`src/rtl/fetch_fd.sv`:
```
// Fetch stage PC register plus the F->D pipeline register.
// Holds PC_F, and captures PC/instruction/fetch-exception/delay-slot state into D.
// Optional feature: define FETCH_ADDR_CHECK_EN to flag misaligned or
// out-of-range fetches with ExcCode_D = 4 (AdEL) and squash the instruction.
module fetch_fd (
  input  logic        clk,
  input  logic        reset,
  input  logic        stopen,
  input  logic [1:0]  npc_sel,
  input  logic [31:0] br_target,
  input  logic [31:0] j_target,
  input  logic        is_jb_D,
  input  logic        exc_req,
  input  logic        eret_req,
  input  logic [31:0] epc_in,
  input  logic [31:0] instr_F,
  output logic [31:0] PC_F,
  output logic [31:0] PC_D,
  output logic [31:0] Instr_D,
  output logic [4:0]  ExcCode_D,
  output logic        BD_D
);

  localparam int unsigned XLEN     = 32;
  localparam int unsigned EXC_W    = 5;
  localparam logic [XLEN-1:0] RESET_PC   = 32'h0000_3000;
  localparam logic [XLEN-1:0] HANDLER_PC = 32'h0000_4180;
  localparam logic [XLEN-1:0] IM_LO      = 32'h0000_3000;
  localparam logic [XLEN-1:0] IM_HI      = 32'h0000_6FFC;
  localparam logic [EXC_W-1:0] EXC_NONE  = 5'd0;
  localparam logic [EXC_W-1:0] EXC_ADEL  = 5'd4;

  logic [XLEN-1:0]  r_pc_f;
  logic [XLEN-1:0]  r_pc_d;
  logic [XLEN-1:0]  r_instr_d;
  logic [EXC_W-1:0] r_exc_d;
  logic             r_bd_d;

  logic [XLEN-1:0]  w_pc_plus4;
  logic [XLEN-1:0]  w_npc;
  logic             w_fetch_bad;
  logic [XLEN-1:0]  w_instr_adv;
  logic [EXC_W-1:0] w_exc_adv;

  // Sequential next PC; reserved select falls back to PC+4, wrap is natural.
  always_comb begin
    w_pc_plus4 = XLEN'(r_pc_f + 32'd4);
    w_npc      = w_pc_plus4;
    case (npc_sel)
      2'd1:    w_npc = br_target;
      2'd2:    w_npc = j_target;
      default: w_npc = w_pc_plus4;
    endcase
  end

  // Fetch address check: classify the current PC_F and pick what D captures.
  always_comb begin
    w_fetch_bad = 1'b0;
    w_instr_adv = instr_F;
    w_exc_adv   = EXC_NONE;
`ifdef FETCH_ADDR_CHECK_EN
    w_fetch_bad = (r_pc_f[1:0] != 2'b00) || (r_pc_f < IM_LO) || (r_pc_f > IM_HI);
    if (w_fetch_bad) begin
      w_instr_adv = '0;
      w_exc_adv   = EXC_ADEL;
    end
`else
    w_fetch_bad = 1'b0;
`endif
  end

  // PC and D-stage registers: reset > exception > eret > stall > advance.
  always_ff @(posedge clk) begin
    if (reset) begin
      r_pc_f    <= RESET_PC;
      r_pc_d    <= RESET_PC;
      r_instr_d <= '0;
      r_exc_d   <= EXC_NONE;
      r_bd_d    <= 1'b0;
    end else if (exc_req) begin
      r_pc_f    <= HANDLER_PC;
      r_pc_d    <= HANDLER_PC;
      r_instr_d <= '0;
      r_exc_d   <= EXC_NONE;
      r_bd_d    <= 1'b0;
    end else if (eret_req) begin
      r_pc_f    <= epc_in;
      r_pc_d    <= epc_in;
      r_instr_d <= '0;
      r_exc_d   <= EXC_NONE;
      r_bd_d    <= 1'b0;
    end else if (!stopen) begin
      r_pc_f    <= w_npc;
      r_pc_d    <= r_pc_f;
      r_instr_d <= w_instr_adv;
      r_exc_d   <= w_exc_adv;
      r_bd_d    <= is_jb_D;
    end
  end

  assign PC_F      = r_pc_f;
  assign PC_D      = r_pc_d;
  assign Instr_D   = r_instr_d;
  assign ExcCode_D = r_exc_d;
  assign BD_D      = r_bd_d;

endmodule
```
`config.mk`:
```
export PLATFORM = sky130hd
export DESIGN_NAME = fetch_fd
export DESIGN_NICKNAME = d
export VERILOG_FILES = /design/src/rtl/fetch_fd.sv
export SDC_FILE = /design/constraint.sdc
export NUM_CORES = 1
export LEC_CHECK = 0
export CAP_MARGIN = 10
export CORE_AREA = 10 10 127 129
export DETAILED_ROUTE_END_ITERATION = 10
export DIE_AREA = 0 0 137 139
export HOLD_SLACK_MARGIN = 0.15
export PLACE_DENSITY_LB_ADDON = 0.2
export SLEW_MARGIN = 10
export SYNTH_ARGS = -nofsm -noshare
export SYNTH_HDL_FRONTEND = slang
export SYNTH_SLANG_ARGS = --single-unit
```
`constraint.sdc`:
```
create_clock -name clk -period 2.08 [get_ports clk]
set_clock_uncertainty 0.1 [all_clocks]
set_input_delay 0.312 -clock clk [delete_from_list [all_inputs] [get_ports clk]]
set_output_delay 0.312 -clock clk [all_outputs]
set_load 0.02 [all_outputs]
```
==> results of run 1 <==
## sequential cells by signal (all words and copies together), names as in the netlist, named ones only
register,cells
PC_D,32
Instr_D,32
BD_D,1
PC_F,30
## synthesized netlist by cell type (all sizes together) (2+ instances only)
library cell,count,area (µm²)
nand3,20,100
inv,10,37.5
o22ai,4,25.0
nand4,12,81.3
a22o,4,35.0
a22oi,12,90.1
o31ai,2,15.0
nand2b,3,18.8
a21boi,2,15.0
clkbuf,38,143
xnor2,8,70.1
nor3,18,90.1
or2,2,12.5
buf,15,77.6
and4,3,26.3
nand3b,3,22.5
a21oi,58,290
a31oi,3,18.8
xor2,8,70.1
a221oi,23,201
and3,5,31.3
o211ai,2,15.0
clkinv,2,7.51
a211o,2,17.5
mux2i,57,571
nand2,44,165
nor4,3,25.0
o21ai,27,135
a211oi,18,135
dfxtp,97,1940
o21bai,3,22.5
ha,3,37.5
mux2,9,101
nor2,76,285
a311oi,2,17.5
or4,3,26.3
a221o,4,40.0
## per-layer routing
metal  up-vias  routed length [µm]  GRT usage [%]  share of wire (%)
met5         -                   0              0                  0
met4         0                 377           6.94                1.7
met3        24                1890           5.94                8.7
met2       246               10500           36.2                 48
met1      2742                8880           27.3                 41
li1       2775                   -              -                  -
## cells by family (layout without fill, tap and decap cells)
| logic type | Yosys count | in the layout | share of synthesized area, % |
|---|---|---|---|
| buf+inv | 65 | 326 | 5.21 |
| fa+ha+maj | 3 | 3 | 0.737 |
| mux | 66 | 66 | 13.2 |
| other cells | 1 | 5 | 0.0737 |
| compound gates | 171 | 171 | 21.9 |
| xor+xnor | 16 | 16 | 2.75 |
| flops | 97 | 97 | 38.1 |
| simple gates | 196 | 196 | 17.9 |
## power by group through the flow
stage               clock network (µW)  logic, µW  registers [µW]
floorplan                            0        437            2120
CTS                               1780       1180            1990
global placement                     0       1160            2030
detailed placement                   0       1170            2030
finish                            1740       1180            1990
global route                      1850       1270            2000
## layout make-up
class / instances / area, µm² / share of cell area, %
Inverter: 12 / 45.0 / 0.544
Timing Repair Buffer: 298 / 2840 / 34.3
Sequential cell: 97 / 1950 / 23.5
Clock buffer: 10 / 229 / 2.77
Multi-Input combinational cell: 457 / 2920 / 35.3
Tap cell: 180 / 225 / 2.72
Clock inverter: 6 / 73.8 / 0.892
## worst min-delay path, delay by kind of cell, from the launching register on
kind,cells,cell delay (ns)
DFF,1,0.33
muxes,1,0.07
and+or+nand+nor,1,0.07
## per-stage QoR
stage | cells | setup TNS (ns)
floorplan | 619 | -0.0121
global placement | 1044 | -4.24
detailed placement | 1044 | -5.39
CTS | 1060 | 0
global route | 1060 | 0
finish | 1060 | 0
## final timing paths
kind                             startpoint          end  cells after the start
worst min-delay path            Instr_D[29]  Instr_D[29]                      2
worst max-delay path               PC_F[21]     PC_F[21]                      2
worst min register to register  Instr_D[29]  Instr_D[29]                      2
worst max register to register     PC_F[11]     PC_F[24]                      5
## what timing repair did
| item | CTS | global route |
|---|---|---|
| resized for setup | 0 | 6 |
| endpoints found under the hold margin | 0 | 0 |
| buffers inserted | 0 | 0 |
| endpoints found under the setup margin | 0 | 12 |
==> qor.yml, run 1 <==
status: "completed"
grt_max_degree: 48
rrSetupSlack_ns: 0.08
leakage_uw: 0.00318
hold_buffers: 0
end_kind: "output port"
final-setup-viol-count: 0
core_um2: 13700
critical-path-max-stage-delay_ns: 0.61
placed_cell_area_um2: 7950
wl_mm: 21.7
place_congestion: 0.927
diodes: 0
seqPwrFrac_pct: 40.5
cts_inserted_buffers: 9
synth-main-ff-cell: "dfxtp_1"
pre_cts_ws_ns: -0.287
async_flop_share_pct: 0
dp_hpwl_mm: 17.0
start_util_pct: 37.3
internal_power_uw: 3500
grt_pass1_vias: 5917
ys_types: 52
ioPinCount: 238
required_ns: 1.67
fin_crit_sh_pct: 97.9
power_frac_comb_pct: 24.1
yosys_warnings: 0
grt.overflow.total: 0
worstSetupPathType: "reg2out"
fin_util_pct: 60.6
dieHeight_um: 139
ys_seq_area_share_pct: 38.1
ys_ff_latch: 97
fill_cells: 1235
finalHoldViolCount: 0
setup_slack_ns: 0.0438
drc: 0
clock-root-buffer: "clkbuf_16"
vias_per_cell: 5.46
finalNetCount: 1014
cts_sinks: 97
rsz0062_at_grt: "no"
num_rows: 43
cts_tree: "built"
grt_first_pass_wirelength_mm: 33.3
cts_htree_levels: 3
layout_commonest_cell: "clkdlybuf4s50_1"
path_buf_inv: 2
crit_family: "buffers and inverters"
post-route-min-period_ns: 2.04
arrival_ns: 1.62
antenna_found_initial: 0
synth_cells: 615
hold_path_class: "reg2reg"
swShare_pct: 28.8
fmax_mhz: 491
slowest_stage: "clkdlybuf4s50_1"
clk_path_buf_depth: 2
vias: 5787
portBuffers: 232
post_drt_wl_per_cell_um: 20.4
slew_violations: 0
cp_max_fo: 5
path_clk_slew_ns: 0.07
first_pass_iters: 5
fp.dieArea_um2: 19000
path_cells: "buf_4 > clkdlybuf4s50_1"
peakVddDrop_mv: 0.498
whs_ns: 0.401
cap_violations: 0
clkLatencyLatePin_ns: 0.35
layout_common_cells: "clkdlybuf4s50_1, dfxtp_1, nor2_1, buf_4, a21oi_1"
syn_to_final_growth_pct: 62.6
dieWidth_um: 137
finalPower_uw: 4910
synth-edff-count: 0
synth_area_per_cell_um2: 8.28
p_clk_share_pct: 35.4
grt_usage_pct: 22.1
stdcell_area_um2: 8280
ant_nets: 0
start_kind: "register"
netlist_area_um2: 5090
first_iter_violations: 420
layout-drive-gt1-share_pct: 12.2
p_sw_uw: 1420
power.density_nw_per_um2: 593
Note: power is estimated with default switching activity, not from simulation.
==> run 2: changes to the inputs <==
--- a/config.mk
+++ b/config.mk
@@ -11,6 +11,7 @@
 export DIE_AREA = 0 0 137 139
 export HOLD_SLACK_MARGIN = 0.15
 export PLACE_DENSITY_LB_ADDON = 0.2
+export SKIP_LAST_GASP = 1
 export SLEW_MARGIN = 10
 export SYNTH_ARGS = -nofsm -noshare
 export SYNTH_HDL_FRONTEND = slang
==> qor.yml, run 2 (synthesis gave the netlist of run 1 again) <==
status: "completed"
dieWidth_um: 137  # unchanged
ioPinCount: 238  # unchanged
layout-drive-gt1-share_pct: 12.0  # -0.11 points
core_um2: 13700  # unchanged
slew_violations: 0  # unchanged
grt_first_pass_wirelength_mm: 33.3  # unchanged
start_util_pct: 37.3  # unchanged
num_rows: 43  # unchanged
arrival_ns: 1.62  # about the same
layout_common_cells: "clkdlybuf4s50_1, dfxtp_1, nor2_1, buf_4, a21oi_1"
cts_htree_levels: 3  # unchanged
grt.overflow.total: 0  # unchanged
ant_nets: 0  # unchanged
whs_ns: 0.401  # +0.0000100 ns
power.density_nw_per_um2: 593  # about the same
dieHeight_um: 139  # unchanged
drc: 0  # unchanged
place_congestion: 0.927  # unchanged
antenna_found_initial: 0  # unchanged
fmax_mhz: 492  # +0.22%
diodes: 0  # unchanged
post-route-min-period_ns: 2.03  # -0.00444 ns
path_clk_slew_ns: 0.07  # about the same
wl_mm: 21.6  # -0.26%
fin_crit_sh_pct: 97.7  # -0.21 points
finalHoldViolCount: 0  # unchanged
dp_hpwl_mm: 17.0  # unchanged
first_pass_iters: 5  # unchanged
grt_pass1_vias: 5917  # unchanged
finalNonFillerCells: 1060  # unchanged
place_inst: 1044  # unchanged
hold_path_class: "reg2reg"
start_kind: "register"
clk_path_buf_depth: 2  # unchanged
cp_max_fo: 5  # unchanged
cts_tree: "built"
required_ns: 1.67  # about the same
syn_to_final_growth_pct: 62.5  # about the same
cts_sinks: 97  # unchanged
grt_max_degree: 48  # unchanged
clkLatencyLatePin_ns: 0.35  # about the same
peakVddDrop_mv: 0.498  # about the same
post_drt_wl_per_cell_um: 20.4  # -0.26%
first_iter_violations: 390  # -7.1%
end_kind: "output port"
cap_violations: 0  # unchanged
clock-root-buffer: "clkbuf_16"
grt_usage_pct: 22.1  # unchanged
vias_per_cell: 5.44  # -0.40%
rsz0062_at_grt: "yes"
leakage_uw: 0.00318  # about the same
layout_commonest_cell: "clkdlybuf4s50_1"
final-setup-viol-count: 0  # unchanged
fp.dieArea_um2: 19000  # unchanged
finalNetCount: 1014  # unchanged
worstSetupPathType: "reg2out"
hold_buffers: 0  # unchanged
cts_inserted_buffers: 9  # unchanged
vias: 5764  # -0.40%
portBuffers: 232  # unchanged
## run 2: timing repair
| action | CTS | global route |
|---|---|---|
| setup buffers | 0 | 0 |
| resized for setup | 0 | 5 |
| endpoints found under the setup margin | 0 | 12 |
## run 2: final timing paths
kind	endpoint	depth (start not counted)	slack, ns	from
worst max-delay path	PC_F[21]	2	0.05	PC_F[21]
worst min-delay path	Instr_D[29]	2	0.40	Instr_D[29]
worst min register to register	Instr_D[29]	2	0.40	Instr_D[29]
worst max register to register	PC_F[24]	5	0.08	PC_F[11]
## run 2: layer usage
metal / GRT usage, % / part of all wire, % / vias to the layer above
met5: 0 / 0 / -
met4: 6.94 / 2.0 / 0
met3: 5.94 / 8.9 / 28
met2: 36.2 / 48 / 249
met1: 27.3 / 41 / 2719
li1: - / - / 2768
## run 2: area by class of cell
| type | count | area [µm²] |
|---|---|---|
| clock buffer | 10 | 229 |
| clock inverter | 6 | 73.8 |
| fill | 1236 | 5390 |
| inverter | 12 | 45.0 |
| multi-input combinational | 457 | 2910 |
| sequential | 97 | 1950 |
| tap | 180 | 225 |
| timing repair buffer | 298 | 2840 |
## run 2: stage by stage
step           utilization [%]  instance area (µm²)  worst slack [ns]  power, µW  setup TNS, ns
2_1_floorplan                -                 5110           -0.0121       2560        -0.0121
3_3_place_gp              58.2                 7950            -0.224       3190          -4.24
3_5_place_dp              58.2                 7950            -0.287       3200          -5.39
4_1_cts                   60.4                 8260            0.0175       4940              0
5_1_grt                   60.5                 8270           -0.0222       5110        -0.0222
6_report                  60.5                 8270            0.0482       4910              0
## run 2: worst max-delay path, stage by stage, from the launching register on
cell,delay (ns)
dfxtp_1,0.47
buf_4,0.18
clkdlybuf4s50_1,0.61
## run 2: where the power goes
group	internal (µW)	switching [µW]
Clock	951	786
Sequential	1930	58.3
Combinational	614	568
Total	3500	1410
==> run 3: changes to the inputs <==
==> constraint.sdc (replaced) <==
create_clock -name clk -period 2.08 [get_ports clk]
set_clock_uncertainty 0.1 [all_clocks]
set_input_delay 0.208 -clock clk [delete_from_list [all_inputs] [get_ports clk]]
set_output_delay 0.208 -clock clk [all_outputs]
set_load 0.02 [all_outputs]
==> qor.yml, run 3 (synthesis gave the netlist of run 1 again) <==
status: "completed"
rsz0062_at_grt: "no"
post_drt_wl_per_cell_um: 20.3  # -0.14%
cp_max_fo: 4  # -1
diodes: 0  # unchanged
start_kind: "register"
cts_sinks: 97  # unchanged
first_pass_iters: 6  # +1
finalHoldViolCount: 0  # unchanged
fin_crit_sh_pct: 95.3  # -2.4 points
whs_path_depth: 3  # +1
cts_htree_levels: 3  # unchanged
ant_nets: 0  # unchanged
wl_mm: 21.6  # -0.14%
cts_tree: "built"
first_iter_violations: 367  # -5.9%
syn_to_final_growth_pct: 62.7
fmax_mhz: 504  # +2.5%
drc: 0  # unchanged
worstReg2RegEnd: "PC_F[24]"
cts_inserted_buffers: 9  # unchanged
peakVddDrop_mv: 0.500  # +0.41%
layout_common_cells: "clkdlybuf4s50_1, dfxtp_1, nor2_1, buf_4, a21oi_1"
hold_buffers: 0  # unchanged
end_kind: "register"
required_ns: 2.27  # +0.60 ns
vias: 5793  # +0.50%
grt.overflow.total: 0  # unchanged
clk_path_buf_depth: 2  # unchanged
placed_cell_area_um2: 7980  # +0.31%
crit_start: "PC_F[8]"
vias_per_cell: 5.47  # +0.50%
grt_max_degree: 44  # -8.3%
ioPinCount: 238  # unchanged
layout-drive-gt1-share_pct: 11.8  # -0.23 points
ff2ff_path_depth: 5  # unchanged
grt_pass1_vias: 5929  # +0.20%
cp-endpoint: "PC_F[24]"
whs_ns: 0.264  # -0.137 ns
leakage_uw: 0.00320  # +0.58%
final-setup-viol-count: 0  # unchanged
cap_violations: 0  # unchanged
portBuffers: 232  # unchanged
worstSetupPathType: "reg2reg"
finalSetupTns_ns: 0  # unchanged
path_clk_slew_ns: 0.08  # about the same
fp.dieArea_um2: 19000  # unchanged
worstReg2RegStart: "PC_F[8]"
slew_violations: 0  # unchanged
hold_path_class: "in2reg"
start_util_pct: 37.3  # unchanged
layout_commonest_cell: "clkdlybuf4s50_1"
finalNetCount: 1014  # unchanged
dieHeight_um: 139  # unchanged
power.density_nw_per_um2: 587  # -1.1%
fill_cells: 1228  # -0.65%
grt_usage_pct: 21.9  # -0.18 points
finalPower_uw: 4860  # -0.95%
rrSetupSlack_ns: 0.1  # +0.02 ns
grt_first_pass_wirelength_mm: 33.4  # +0.29%
dp_hpwl_mm: 17.0  # -0.33%
post-route-min-period_ns: 1.98  # -0.0490 ns
place_congestion: 0.930  # +0.41%
arrival_ns: 2.18  # +0.56 ns
antenna_found_initial: 0  # unchanged
clkLatencyLatePin_ns: 0.35  # about the same
core_um2: 13700  # unchanged
dieWidth_um: 137  # unchanged
stdcell_area_um2: 8280  # +0.12%
num_rows: 43  # unchanged
clock-root-buffer: "clkbuf_16"
run 3: final cells by class:
class,count,area [µm²],share of cell area (%)
flip-flops and latches,97,1950,23.5
clock buffers,10,239,2.89
repair buffers,298,2860,34.5
multi-input cells,457,2910,35.1
inverters,12,45.0,0.544
well taps,180,225,2.72
clock inverters,6,55.1,0.665
run 3: worst min path at each step:
stage	endpoint	startpoint
after global placement	Instr_D[12]	Instr_D[12]
after detailed placement	Instr_D[31]	Instr_D[31]
after global routing	PC_F[9]	eret_req
after CTS	PC_F[9]	eret_req
after floorplan	PC_F[13]	epc_in[13]
final	PC_F[9]	eret_req
run 3: layer usage:
layer  track usage, %  up-vias  share of wire, %
met5                0        -                 0
met4             7.77        0               2.5
met3             6.05       33               8.3
met2             35.9      238                48
met1             26.6     2745                41
li1                 -     2777                 -
run 3: metrics by stage:
step	util (%)	instances	setup WS [ns]
CTS	60.5	1060	0.0243
global placement	58.4	1044	-0.124
detailed placement	58.4	1044	-0.171
floorplan	-	619	-0.0121
global route	60.6	1060	0.0119
finish	60.6	1060	0.0972
run 3: repair_timing:
| action | CTS | global route |
|---|---|---|
| buffers inserted | 0 | 0 |
| gates resized for setup | 0 | 2 |
| endpoints found under the setup margin | 0 | 2 |
run 3: power by group:
group / total [µW] / switching [µW] / internal [µW]
sequential: 1990 / 61.7 / 1930
combinational: 1190 / 566 / 620
clock: 1680 / 813 / 871
run 3: worst max-delay path, stage by stage (launching register included):
cell	delay, ns
dfxtp_1	0.39
nand4_4	0.15
or4_4	0.58
or4_1	0.48
nand3_1	0.10
a22o_1	0.12
